## src/rtl/fpcvt_pkg.sv

```systemverilog
// Shared constants and stage payload types for the fpcvt_pipe int-to-float converter.
package fpcvt_pkg;

   localparam int unsigned FPCVT_WIDTH = 12;
   localparam int unsigned FPCVT_SIG_W = 4;
   localparam int unsigned FPCVT_EXP_W = 3;

   function automatic int unsigned lz_width(input int unsigned w);
      return $clog2(w + 1);
   endfunction

   localparam int unsigned FPCVT_LZ_W = lz_width(FPCVT_WIDTH);

   // Payload layouts at the default configuration; the pipe mirrors these at its own widths.
   typedef struct packed {
      logic                   sign;
      logic [FPCVT_WIDTH-1:0] mag;
   } fpcvt_s1_t;

   typedef struct packed {
      logic                   sign;
      logic [FPCVT_LZ_W-1:0]  lz;
      logic [FPCVT_EXP_W-1:0] exp;
      logic [FPCVT_SIG_W-1:0] sig;
   } fpcvt_s2_t;

   typedef struct packed {
      logic                   sign;
      logic [FPCVT_EXP_W-1:0] exp;
      logic [FPCVT_SIG_W-1:0] sig;
   } fpcvt_s3_t;

endpackage

```

## src/rtl/fpcvt_lzc.sv

```systemverilog
// Parametrised combinational leading-zero counter; all-zero input yields W.
module fpcvt_lzc
   import fpcvt_pkg::*;
#(
   parameter int unsigned W  = FPCVT_WIDTH,
   parameter int unsigned CW = lz_width(W)
) (
   input  logic [W-1:0]  i_data,
   output logic [CW-1:0] o_count
);

   // Scanning upward lets the highest set bit win.
   always_comb begin
      o_count = CW'(W);
      for (int unsigned i = 0; i < W; i++) begin
         if (i_data[i]) o_count = CW'(W - 1 - i);
      end
   end

endmodule

```

## src/rtl/fpcvt_pipe.sv

```systemverilog
// Three-stage two's-complement to F*2^E converter with valid/ready flow control.
// Optional macro FPCVT_ROUND_EN adds round-half-up with exponent bump and saturation in S3.
module fpcvt_pipe
   import fpcvt_pkg::*;
#(
   parameter int unsigned WIDTH = FPCVT_WIDTH,
   parameter int unsigned SIG_W = FPCVT_SIG_W,
   parameter int unsigned EXP_W = FPCVT_EXP_W
) (
   input  logic             clk,
   input  logic             rst_n,
   input  logic             in_valid,
   output logic             in_ready,
   input  logic [WIDTH-1:0] in_data,
   output logic             out_valid,
   input  logic             out_ready,
   output logic             out_sign,
   output logic [EXP_W-1:0] out_exp,
   output logic [SIG_W-1:0] out_sig
);

   localparam int unsigned LZ_W = lz_width(WIDTH);
   localparam int unsigned SPAN = WIDTH - SIG_W;

   if (WIDTH < 8 || WIDTH > 32) begin : g_bad_width
      $error("fpcvt_pipe: WIDTH out of range 8..32");
   end
   if (SIG_W < 2 || SIG_W > WIDTH - 4) begin : g_bad_sig
      $error("fpcvt_pipe: SIG_W out of range 2..WIDTH-4");
   end
   if ((2 ** EXP_W) - 1 < SPAN - 1) begin : g_bad_exp
      $error("fpcvt_pipe: EXP_W too narrow for WIDTH-SIG_W");
   end

   typedef struct packed {
      logic             sign;
      logic [WIDTH-1:0] mag;
   } s1_t;

   typedef struct packed {
      logic             sign;
      logic [EXP_W-1:0] e;
      logic [SIG_W-1:0] f;
`ifdef FPCVT_ROUND_EN
      logic             rnd;
`endif
   } s2_t;

   logic             w_advance;
   logic             r_v1, r_v2, r_v3;
   s1_t              w_s1, r_s1;
   s2_t              w_s2, r_s2;
   logic [LZ_W-1:0]  w_lz;
   logic             w_sign;
   logic [EXP_W-1:0] w_exp;
   logic [SIG_W-1:0] w_sig;
   logic             r_sign;
   logic [EXP_W-1:0] r_exp;
   logic [SIG_W-1:0] r_sig;

   assign w_advance = !r_v3 || out_ready;
   assign in_ready  = w_advance;

   // S1: sign and magnitude; only the most-negative input negates to an MSB-set value.
   always_comb begin
      w_s1.sign = in_data[WIDTH-1];
      w_s1.mag  = in_data[WIDTH-1] ? ('0 - in_data) : in_data;
      if (w_s1.mag[WIDTH-1]) w_s1.mag = {1'b0, {(WIDTH-1){1'b1}}};
   end

   fpcvt_lzc #(.W(WIDTH), .CW(LZ_W)) u_lzc (
      .i_data  (r_s1.mag),
      .o_count (w_lz)
   );

   // S2: exponent from the zero count, then window the significand (and round bit) out of mag.
   always_comb begin
      w_s2      = '0;
      w_s2.sign = r_s1.sign;
      if (w_lz >= LZ_W'(SPAN)) w_s2.e = '0;
      else                     w_s2.e = EXP_W'(LZ_W'(SPAN) - w_lz);
`ifdef FPCVT_ROUND_EN
      {w_s2.f, w_s2.rnd} = (SIG_W+1)'({r_s1.mag, 1'b0} >> w_s2.e);
`else
      w_s2.f = SIG_W'(r_s1.mag >> w_s2.e);
`endif
   end

   // S3: round/pack.
`ifdef FPCVT_ROUND_EN
   logic [SIG_W:0] w_sum;
   logic [EXP_W:0] w_einc;

   always_comb begin
      w_sign = r_s2.sign;
      w_exp  = r_s2.e;
      w_sum  = {1'b0, r_s2.f} + (SIG_W+1)'(r_s2.rnd);
      w_einc = {1'b0, r_s2.e} + (EXP_W+1)'(1);
      w_sig  = w_sum[SIG_W-1:0];
      if (w_sum[SIG_W]) begin
         if (w_einc[EXP_W]) begin
            w_exp = '1;
            w_sig = '1;
         end else begin
            w_exp = w_einc[EXP_W-1:0];
            w_sig = {1'b1, {(SIG_W-1){1'b0}}};
         end
      end
   end
`else
   always_comb begin
      w_sign = r_s2.sign;
      w_exp  = r_s2.e;
      w_sig  = r_s2.f;
   end
`endif

   always_ff @(posedge clk or negedge rst_n) begin
      if (!rst_n) begin
         r_v1   <= 1'b0;
         r_v2   <= 1'b0;
         r_v3   <= 1'b0;
         r_s1   <= '0;
         r_s2   <= '0;
         r_sign <= 1'b0;
         r_exp  <= '0;
         r_sig  <= '0;
      end else if (w_advance) begin
         r_v1   <= in_valid;
         r_v2   <= r_v1;
         r_v3   <= r_v2;
         r_s1   <= w_s1;
         r_s2   <= w_s2;
         r_sign <= w_sign;
         r_exp  <= w_exp;
         r_sig  <= w_sig;
      end
   end

   assign out_valid = r_v3;
   assign out_sign  = r_sign;
   assign out_exp   = r_exp;
   assign out_sig   = r_sig;

endmodule
```

## config.mk

```make
export PLATFORM = sky130hd
export DESIGN_NAME = fpcvt_pipe
export DESIGN_NICKNAME = d
export VERILOG_FILES = /design/src/rtl/fpcvt_pkg.sv /design/src/rtl/fpcvt_lzc.sv /design/src/rtl/fpcvt_pipe.sv
export SDC_FILE = /design/constraint.sdc
export NUM_CORES = 1
export LEC_CHECK = 0
export BUFFER_PORTS_ARGS = -buffer_cell sky130_fd_sc_hd__clkbuf_2
export CELL_PAD_IN_SITES_DETAIL_PLACEMENT = 1
export CELL_PAD_IN_SITES_GLOBAL_PLACEMENT = 1
export CORE_MARGIN = 8
export CORE_UTILIZATION = 46
export CTS_CLUSTER_DIAMETER = 50
export CTS_CLUSTER_SIZE = 10
export DETAILED_ROUTE_END_ITERATION = 10
export PLACE_DENSITY = 0.89
export SETUP_SLACK_MARGIN = 0.4
export SYNTH_ARGS = -nofsm -noshare
export SYNTH_HDL_FRONTEND = slang
export SYNTH_SLANG_ARGS = --single-unit
export TNS_END_PERCENT = 50
```

## constraint.sdc

```tcl
create_clock -name clk -period 5.8 [get_ports clk]
set_clock_uncertainty 0.1 [all_clocks]
set_input_delay 0.29 -clock clk [delete_from_list [all_inputs] [get_ports clk]]
set_output_delay 0.29 -clock clk [all_outputs]
set_load 0.01 [all_outputs]
```

==> results.tsv <==
metric	value	unit
crit path buf inv count	1	
Period minus WS final	3.09	ns
largest cells by area after synthesis	dfrtp_1 41%, nand2_1 9.3%, a21oi_1 3.7%	
Synth Register Bits	31	
HP Start	in_valid	
Final HPWL DP	3630	µm
R2R Path End	w_sig[2]	
area of the mapped netlist	0.00191	mm²
Worst path slowest cell	dfrtp_1	
Post-Layout Inst Area	0.00213	mm²
# DRC	0	
Period Utilization, post-route	53.2	%
share of cells above drive strength 1	19.1	%
Slew Viols, Final	0	
Core Util, Final	53.2	%
Worst Max-Slew Pin Slew	0.748	ns
vias in the first global route	1769	
Hold WS	0.104	ns
Setup TNS	0	ns
final WL	4910	µm
n_diodes	0	
core area	0.00400	mm²
worst setup path class	reg2reg	
gr ovfl total	0	
Storage cell area	776	µm²
leakage	1.00	nW
maximum root-to-sink buffer count	2	
met3 WL	219	µm
die area	0.00646	mm²
top_reg_cell synth	dfrtp_1	
syn_nets	235	
Slew headroom	50.1	%
Power Total	0.00101	W
Hold WC Path Type	in2reg	
TritonCTS clock tree	built	
max capacitance violation total	0	
Post-Synthesis Cells	217	
# H-tree levels	2	
DR iter-0 viols	109	
CP max stage delay	0.64	ns
CP arrival	3.15	ns
ANT nets after route	0	
IO Pins	26	
drt first pass iters	4	
buffers added on ports	25	
Worst Path Required	5.87	ns
Synth cell types	45	
layout net count	258	
Seq/Total Area, Yosys	40.7	%
die span in y	80.4	µm
Hold Vio Cnt, Final	0	
Crit. End Element	flip-flop	
first-pass GRT wire length	8590	µm
Post-synth EDFFs	0	
Mapped Avg Cell Area	8.78	µm²
Reg clk slew, reported paths	0.07	ns
pin count of the biggest net entering global routing	33	
maximum VDD drop	0.193	mV
Cell Rows	23	
average routed wire per standard cell	16.9	µm
Setup Viol. Count Final	0	
Vias/cell	5.85	
FF-to-FF path depth	9	
share of the synthesized area in the top cell type	40.7	%
top routing layer in use	met4	
area of the multi-input gates	0.00100	mm²
dpl cell area	0.00202	mm²
routed via count	1703	
Initial Util	47.6	%
initial antenna violation count	0	
Top Family by Delay on Critical Path	compound AO/OA/AOI/OAI gates	
outcome	finished clean	
worst hold path stage count	3	
worst-skew pair later-pin latency	0.28	ns
routability cong.	0.869	
async set-reset flop share out of synthesis	100	%
worst hold endpoint	r_v1	
type of origin of the critical path	flip-flop	
Area Overhead vs Synth	11.8	%
Max Freq	324	MHz
power per cell area	475	mW/mm²
DR WL met2	2520	µm
clock root buffer	clkbuf_8	
commonest non-fill, non-tap cell in the layout	nand2_1	
commonest non-fill, non-tap cells in the layout	47 x nand2_1, 31 x dfrtp_1, 25 x clkbuf_2, 16 x nor2_1, 14 x a21oi_1	
Die Wd	80.4	µm
met1 wire length	2080	µm
reg2reg start	r_s1[8]	
critical-path cell list	nor3_1, a21boi_1, a21oi_2, inv_1, ha_1, or4_1, o21ai_1, o221ai_1, o221a_2	
clock sink total	31	
Synth Warn #	0	
Layout fillers	488	
Yosys top cell by area	dfrtp_1	
Reg2Reg Setup Slack	2.71	ns
RSZ-0062 raised after global routing	false	
cts bufs inserted	5	
GRT Util Overall	16.7	%
CP Max Fanout	16	
[sequential cells by signal, summed over array words and instances, names as in the netlist]
register	cells
out_exp	3
out_sig	4
out_sign	1
out_valid	1
r_s1	12
r_v1	1
r_v2	1
w_exp	3
w_sig	4
w_sign	1
[layout make-up]
class / instances / area share, %
clock inverter: 1 / 0.353
clock buffer: 7 / 4.52
tap: 50 / 2.94
inverter: 11 / 1.94
timing repair buffer: 27 / 6.70
sequential: 31 / 36.4
multi-input combinational: 164 / 47.1
[worst register-to-register path, stage by stage, from the launching register on]
cell      delay [ns]
dfrtp_1         0.64
nor3_1          0.15
a21boi_1        0.19
a21oi_2         0.29
inv_1           0.10
ha_1            0.26
or4_1           0.44
o21ai_1         0.29
o221ai_1        0.18
o221a_2         0.31
[metal layers]
| layer | up-vias | track usage, % |
|---|---|---|
| li1 | 819 | - |
| met1 | 832 | 19.9 |
| met2 | 45 | 28.8 |
| met3 | 7 | 3.24 |
| met4 | 0 | 5.82 |
| met5 | - | 0 |
[through the flow]
stage	cells	worst slack, ns
after global placement	282	2.97
after global routing	291	2.46
after CTS	291	2.77
after floorplan	217	3.31
final	291	2.71
after detailed placement	282	2.82
[how the worst max path moves through the flow]
stage	start	endpoint	slack [ns]	cells after the start
after global placement	r_s1[8]	w_sig[2]	2.97	9
after detailed placement	r_s1[8]	w_sig[2]	2.82	9
after floorplan	r_s1[9]	w_sig[2]	3.31	10
after global routing	r_s1[8]	w_sig[2]	2.46	9
final	r_s1[8]	w_sig[2]	2.71	9
after CTS	r_s1[8]	w_sig[2]	2.77	9
[where the power goes]
| group | internal, W | total (W) | switching [W] |
|---|---|---|---|
| Clock | 0.000108 | 0.000191 | 0.0000832 |
| Sequential | 0.000301 | 0.000383 | 0.0000814 |
| Combinational | 0.000179 | 0.000437 | 0.000258 |
[kinds of logic after synthesis]
| logic type | Yosys count | share of synthesized area, % |
|---|---|---|
| AO/OA/AOI/OAI | 61 | 22.2 |
| flip-flops | 31 | 40.7 |
| multiplexers | 5 | 2.76 |
| AND/OR/NAND/NOR | 87 | 22.1 |
| adder cells (fa/ha/maj) | 2 | 1.31 |
| buffers and inverters | 22 | 6.76 |
| XOR/XNOR | 9 | 4.14 |
[synthesized netlist by cell type, types with 2 or more instances]
master    instances
a211oi_1          2
a21o_1            2
a21oi_1          14
a22oi_1           7
buf_6             3
clkbuf_1          5
clkbuf_8          2
dfrtp_1          31
ha_1              2
inv_1            11
mux2_2            2
mux2i_1           3
nand2_1          47
nand2b_1          5
nor2_1           16
nor2b_1           4
nor3_1            3
nor4_1            3
nor4b_2           2
o21ai_0           9
o221a_2           2
o221ai_1          3
o311ai_1          2
o31ai_1           6
or4_1             4
xor2_1            8
[timing repair]
item                                    4_1_cts  5_1_grt
resized for setup                             0        0
endpoints found under the setup margin        0        0
setup buffers                                 0        0
hold buffers                                  1        0
endpoints found under the hold margin         7        0
Note: power is estimated with default switching activity, not from simulation.
